## src/rtl/ahb_sram_ctrl.sv

```systemverilog
// ahb_sram_ctrl: AHB-Lite slave sequencing a single-port SRAM, with one wait state on write-then-read conflicts.
module ahb_sram_ctrl #(
  parameter int ADDR_W = 16
) (
  input  logic              CLK,
  input  logic              RST,
  input  logic              HSEL,
  input  logic [31:0]       HADDR,
  input  logic [1:0]        HTRANS,
  input  logic              HWRITE,
  input  logic [2:0]        HSIZE,
  input  logic [31:0]       HWDATA,
  input  logic              HREADY,
  output logic              HREADYOUT,
  output logic              HRESP,
  output logic [31:0]       HRDATA,
  output logic [ADDR_W-1:0] MEM_A,
  output logic [31:0]       MEM_D,
  output logic              MEM_CEN,
  output logic              MEM_WEN,
  output logic [3:0]        MEM_BWEN,
  input  logic [31:0]       MEM_Q
);
  localparam logic [2:0] IDLE = 3'd0, WRITE = 3'd1, READ = 3'd2, RWAIT = 3'd3, ERR1 = 3'd4, ERR2 = 3'd5;
  logic [2:0]        state_q, state_d;
  logic [ADDR_W-1:0] addr_q, addr_d;
  logic [3:0]        bwen_q, bwen_d;
  logic              accept, illegal, rd_now, wr_cyc, rw_cyc;
  logic [3:0]        lanes;
  logic              unused;
  assign unused  = ^{HADDR[31:ADDR_W+2], HTRANS[0]};
  assign accept  = HSEL & HREADY & HTRANS[1];
  assign illegal = (HSIZE > 3'd2) | (HSIZE == 3'd1 & HADDR[0]) | (HSIZE == 3'd2 & HADDR[1:0] != 2'b00);
  assign lanes   = HSIZE == 3'd0 ? ~(4'b0001 << HADDR[1:0]) :
                   HSIZE == 3'd1 ? (HADDR[1] ? 4'b0011 : 4'b1100) : 4'b0000;
  assign wr_cyc  = state_q == WRITE;
  assign rw_cyc  = state_q == RWAIT;
  // The SRAM port is busy with the previous write in WRITE, so a read accepted then is deferred to RWAIT.
  assign rd_now  = accept & ~illegal & ~HWRITE & ~wr_cyc & ~RST;
  always_comb begin
    state_d = IDLE;
    addr_d  = addr_q;
    bwen_d  = bwen_q;
    if (rw_cyc) state_d = READ;
    else if (state_q == ERR1) state_d = ERR2;
    else if (accept) begin
      if (illegal) state_d = ERR1;
      else if (HWRITE) begin
        state_d = WRITE;
        addr_d  = HADDR[ADDR_W+1:2];
        bwen_d  = lanes;
      end else if (wr_cyc) begin
        state_d = RWAIT;
        addr_d  = HADDR[ADDR_W+1:2];
      end else state_d = READ;
    end
  end
  always_ff @(posedge CLK or posedge RST) begin
    if (RST) begin
      state_q <= IDLE;
      addr_q  <= '0;
      bwen_q  <= '0;
    end else begin
      state_q <= state_d;
      addr_q  <= addr_d;
      bwen_q  <= bwen_d;
    end
  end
  assign MEM_CEN   = RST | ~(rd_now | wr_cyc | rw_cyc);
  assign MEM_WEN   = ~wr_cyc;
  assign MEM_A     = (wr_cyc | rw_cyc) ? addr_q : HADDR[ADDR_W+1:2];
  assign MEM_D     = HWDATA;
  assign MEM_BWEN  = wr_cyc ? bwen_q : (rd_now | rw_cyc) ? 4'b0000 : 4'hF;
  assign HREADYOUT = ~(rw_cyc | state_q == ERR1);
  assign HRESP     = state_q == ERR1 | state_q == ERR2;
  assign HRDATA    = state_q == READ ? MEM_Q : '0;
endmodule

```

## config.mk

```make
export PLATFORM = sky130hd
export DESIGN_NAME = ahb_sram_ctrl
export DESIGN_NICKNAME = d
export VERILOG_FILES = /design/src/rtl/ahb_sram_ctrl.sv
export SDC_FILE = /design/constraint.sdc
export NUM_CORES = 1
export LEC_CHECK = 0
export ABC_AREA = 1
export CELL_PAD_IN_SITES_DETAIL_PLACEMENT = 1
export CELL_PAD_IN_SITES_GLOBAL_PLACEMENT = 1
export CORE_MARGIN = 5
export CORE_UTILIZATION = 17
export DETAILED_ROUTE_END_ITERATION = 8
export MAX_ROUTING_LAYER = met4
export PLACE_DENSITY = 0.85
export SLEW_MARGIN = 20
export SYNTH_ARGS = -nofsm -noshare
export SYNTH_HDL_FRONTEND = slang
export SYNTH_SLANG_ARGS = --single-unit
```

## constraint.sdc

```tcl
create_clock -name CLK -period 1.8 [get_ports CLK]
set_input_delay 0.36 -clock CLK [delete_from_list [all_inputs] [get_ports CLK]]
set_output_delay 0.36 -clock CLK [all_outputs]
set_load 0.05 [all_outputs]
```

==> results.toml <==
[synth]
synthCells = 294
synth.ff_latch_count = 23
synth_area_leader_cell = "dfrtp_1"
yosys-top-cells-area = "dfrtp_1 31%, nand2_1 21%, buf_4 13%"
synth_top_area_share = 0.313
yosysWarnings = 0
synth_area_per_cell_um2 = 6.25
yosysUniqueCellTypes = 20
syn_area_um2 = 1840
syn_nets = 400
seq_area_frac_synth = 0.313

[route]
via_per_inst = 4.08
via_count = 2221
dr.pass1.iters = 3
wl_per_cell_um = 14.6
totalWireLength_mm = 7.96
drcViolationCount = 0
drt_iter0_markers = 43
ant_nets = 0

[place]
pre_cts_slack_ns = -0.370
dp_cells = 519
dpl.hpwl_mm = 5.91
gp_congestion = 0.788
port_buffers = 114

[sta]
hold_violations = 0
setup_viol = 31
finClkSkew_ns = 0.00822
rsz0062_at_grt = "yes"
worst_hold_slack_ns = 0.481
fmax_ghz = 0.547
slew_headroom = 0.788
period_share = 1.02
tightest_slew_ns = 0.318
fin_crit_ns = 1.83
setup_slack_ns = -0.0293
maxSlewViolCount = 0

[critical_path]
r2r-start = "state_q[0]"
cp-startpoint = "state_q[0]"
crit_path_top_delay_cell = "dfrtp_1"
crit_path_end = "MEM_BWEN[3]"
crit_required_ns = 1.44
r2r-end = "addr_q[0]"
reg2reg_slack_ns = 0.24
end_kind = "output port"
cp.depth = 7
path_common_cell = "buf_6"
worstPathArrival_ns = 1.47
reg2regPathDepth = 10
cp_num_buf_inv = 4
crit_chain = "inv_2, nor2_4, buf_6, o21bai_4, buf_6, nand2_4, buf_8"
path_class = "register to output port"
setup.worst_path.start_class = "register"
path_delay_family = "buffers and inverters"
max_stage_delay_ns = 0.35
critPathMaxFanout = 5

[global_route]
gr-total-overflow = 0
grtUsageTotal = 0.122
grt_max_degree = 33
grt_antenna_before_repair = 0
grt_pass1_vias = 2524
grt_pass1_wl_mm = 12.5

[floorplanning]
die-height_um = 114
die_w_um = 114
num_rows = 38
die-area_um2 = 13000
core_area_um2 = 10700
ios = 194
initial_core_util = 0.172

[power]
leakagePower_uw = 0.00192
powerDensity_nw_per_um2 = 1030
p_total_uw = 4160
ir_drop_mv = 0.926

[cts]
cts_made_buffers = 3
clock_sinks = 23
clk_latency_ns = 0.27
clkTransAtPathRegs_ns = 0.09
cts_hold_buf = 0
cts_tree = "built"
ctsHtreeMaxLevel = 1
cts_root_buffer = "clkbuf_8"
clockBufferDepth = 2

[finish]
area_delta_synth_final_pct = 120
n_antenna_cell = 0
final_common_cell = "nand2_1"
fin_util = 0.379
layout.nets = 511
mostFrequentLayoutCells = "61 x nand2_1, 49 x clkdlybuf4s50_1, 43 x inv_1"
instances_no_fill = 544
layout-drive-gt1-share = 0.488

[hold_path]
hp-class = "register to register"

[run_status]
violations = "setup timing"
outcome = "complete, but fails checks"

[flow_run]
cap_violations = 0
==> what timing repair did <==
| action | 4_1_cts | 5_1_grt |
|---|---|---|
| gates cloned | 1 | 1 |
| endpoints found under the setup margin | 54 | 74 |
| gates resized for setup | 142 | 56 |
| buffers inserted | 17 | 2 |
| pin swaps | 19 | 17 |
==> state kept, by name (all words and copies together) (netlist names) <==
signal   cells
addr_q      16
bwen_q       4
state_q      3
==> metrics by stage <==
step           setup TNS, ns  cell area (um^2)
2_1_floorplan          -1.20              1840
3_3_place_gp           -1.66              3260
3_5_place_dp           -2.94              3260
6_report              -0.403              4050
5_1_grt                -3.81              4050
4_1_cts                -1.12              3800
==> area by class of cell <==
type / count / area [um^2]
Fill cell: 1247 / 6650
Sequential cell: 23 / 576
Tap cell: 140 / 175
Clock inverter: 1 / 5.00
Timing Repair Buffer: 147 / 1880
Multi-Input combinational cell: 182 / 1180
Clock buffer: 3 / 41.3
Inverter: 48 / 194
==> routing by layer <==
layer | wire, um | GRT usage
met1 | 2910 | 0.123
met2 | 4530 | 0.245
met3 | 491 | 0.0260
met4 | 28 | 0.0103
met5 | 0 | -
==> worst min path at each step <==
stage                     from    endpoint  slack [ns]  depth (start not counted)
global placement     addr_q[2]   addr_q[2]        0.45                          2
finish              addr_q[12]  addr_q[12]        0.48                          2
floorplan                  RST   addr_q[0]        0.37                          1
global route        addr_q[10]  addr_q[10]        0.52                          2
detailed placement  addr_q[12]  addr_q[12]        0.46                          2
CTS                 addr_q[10]  addr_q[10]        0.49                          2
==> tightest hold or removal path, delay by kind of cell, from the launching register on <==
kind / cells / cell delay, ns
and+or+nand+nor: 2 / 0.10
DFF: 1 / 0.35
==> power breakdown <==
| group | total, uW | switching, uW | internal (uW) |
|---|---|---|---|
| Clock | 326 | 172 | 154 |
| Combinational | 3020 | 1790 | 1230 |
| Sequential | 817 | 111 | 706 |
| Total | 4160 | 2070 | 2090 |
==> kinds of logic after synthesis <==
family	share of synthesized area
flops	0.313
compound gates	0.0368
simple gates	0.391
buf+inv	0.259
==> cells in the mapped netlist <==
library cell,count
nor2_8,1
nor2_4,1
inv_1,45
o21ai_1,4
o21bai_1,1
nand3_1,19
clkbuf_1,4
buf_6,2
inv_2,3
nor2_1,35
buf_2,2
nand4_1,1
nand2_1,102
dfrtp_1,23
a21oi_1,3
nor2_2,3
buf_4,33
nand2_2,5
nand2_4,2
o21ai_0,5
Note: power is estimated with default switching activity, not from simulation.
==> patch (config.mk and constraints unchanged) <==
`addr_q` no longer has a reset.
--- a/src/rtl/ahb_sram_ctrl.sv
+++ b/src/rtl/ahb_sram_ctrl.sv
@@ -60,3 +60,2 @@
       state_q <= IDLE;
-      addr_q  <= '0;
       bwen_q  <= '0;
@@ -64,5 +63,8 @@
       state_q <= state_d;
-      addr_q  <= addr_d;
       bwen_q  <= bwen_d;
     end
+  end
+
+  always_ff @(posedge CLK) begin
+    addr_q <= addr_d;
   end
Formal check against the unedited RTL: no difference found for any inputs over 10 cycles, from zero or initial values and one cycle with RST high; that may be too few to reach the edited logic, so the function may still have changed.
==> patch against the original RTL <==
- the flow still finishes with violations (negative setup slack)
- power fell by 8.2%
- synthesized area shrank 9.2%
- worst setup slack got worse by 0.011 ns
- cell count is 9.7% lower
- design area shrank 1.5%
- count of clock-buffer cells in the layout unchanged
- wire length fell by 7.1%
- via count is 14% lower
- sequential share of layout area is 2.3 points higher
- sequential cell count unchanged
- first-iteration DRC count increased by 60%
- largest cell class unchanged
- largest power group unchanged
==> patch: results (changes against the original RTL) <==
Signal buffers -> 152 (+3.4%)
TNS Setup -> -0.362 ns (+0.0410 ns)
DR WL/cell -> 15.1 um (+2.9%)
Psw -> 1.83 mW (-12%)
Sequential Power Share -> 17.0% (-2.6 points)
Overall routing resource usage -> 12.0% (-0.13 points)
Complex-gate fraction of the synthesized area -> 4.50% (+0.82 points)
First-pass GRT wire length -> 10900 um (-12%)
Comb_multi_in -> 132 (-27%)
Failing checks -> negative setup slack
Fillers -> 1085 (-13%)
Sequential cell area share -> 16.5% (+2.3 points)
Share of cells above drive strength 1 -> 49.2% (+0.40 points)
GR Util met1 -> 11.3% (-1.0 points)
Iter 0 DRT Violations -> 69 (+60%)
Count of cell types in the netlist -> 24 (+20%)
Status -> complete, but fails checks
Routing usage on met3 -> 1.42% (-1.2 points)
Post-synth top cells -> nand2_1, inv_1, nor2_1
Worst path max stage delay -> 0.38 ns (+0.03 ns)
Seq/Total Area, Yosys -> 39.3% (+8.0 points)
Async S/R FF share, synth -> 30.4% (-70 points)
Dpl hpwl -> 5420 um (-8.3%)
Worst Slack Setup Final -> -0.0403 ns (-0.0110 ns)
Post-Syn Nets -> 345 (-14%)
Initial DRT Pass Iterations -> 4 (+1)
Routed WL -> 7390 um (-7.1%)
NumNets Final -> 465 (-9.0%)
Non-Clock Buffer Area Fraction -> 50.8% (+4.4 points)
Endpoints failing setup -> 26 (-16%)
Worst slew pin tran -> 0.242 ns (-0.0766 ns)
-- patch: cell count changes after synthesis, sizes merged, moves of 3 or more --
cell | unedited run | this run
dfrtp | 23 | 7
nand2 | 109 | 74
edfxtp | 0 | 16
nand3 | 19 | 3
clkbuf | 4 | 1
-- patch: worst paths after layout --
path	slack [ns]	to	cells past startpoint
max	-0.04	MEM_BWEN[2]	8
min	0.51	bwen_q[0]	3
max reg2reg	0.03	addr_q[6]	9
min reg2reg	0.52	bwen_q[0]	2
max in group asynchronous	1.16	state_q[2]	3
min in group CLK	0.51	bwen_q[1]	4
-- patch: timing repair --
action | 4_1_cts | 5_1_grt
pin swaps | 11 | 11
setup buffers | 17 | 7
cloned | 1 | 2
setup endpoints to repair | 55 | 73
resized for setup | 108 | 33
-- patch: through the flow --
step           cell area, um^2  setup WS, ns
2_1_floorplan             1690       -0.0437
3_3_place_gp              3320        -0.396
5_1_grt                   3990        -0.112
6_report                  3990       -0.0403
3_5_place_dp              3320        -0.480
4_1_cts                   3800       -0.0435
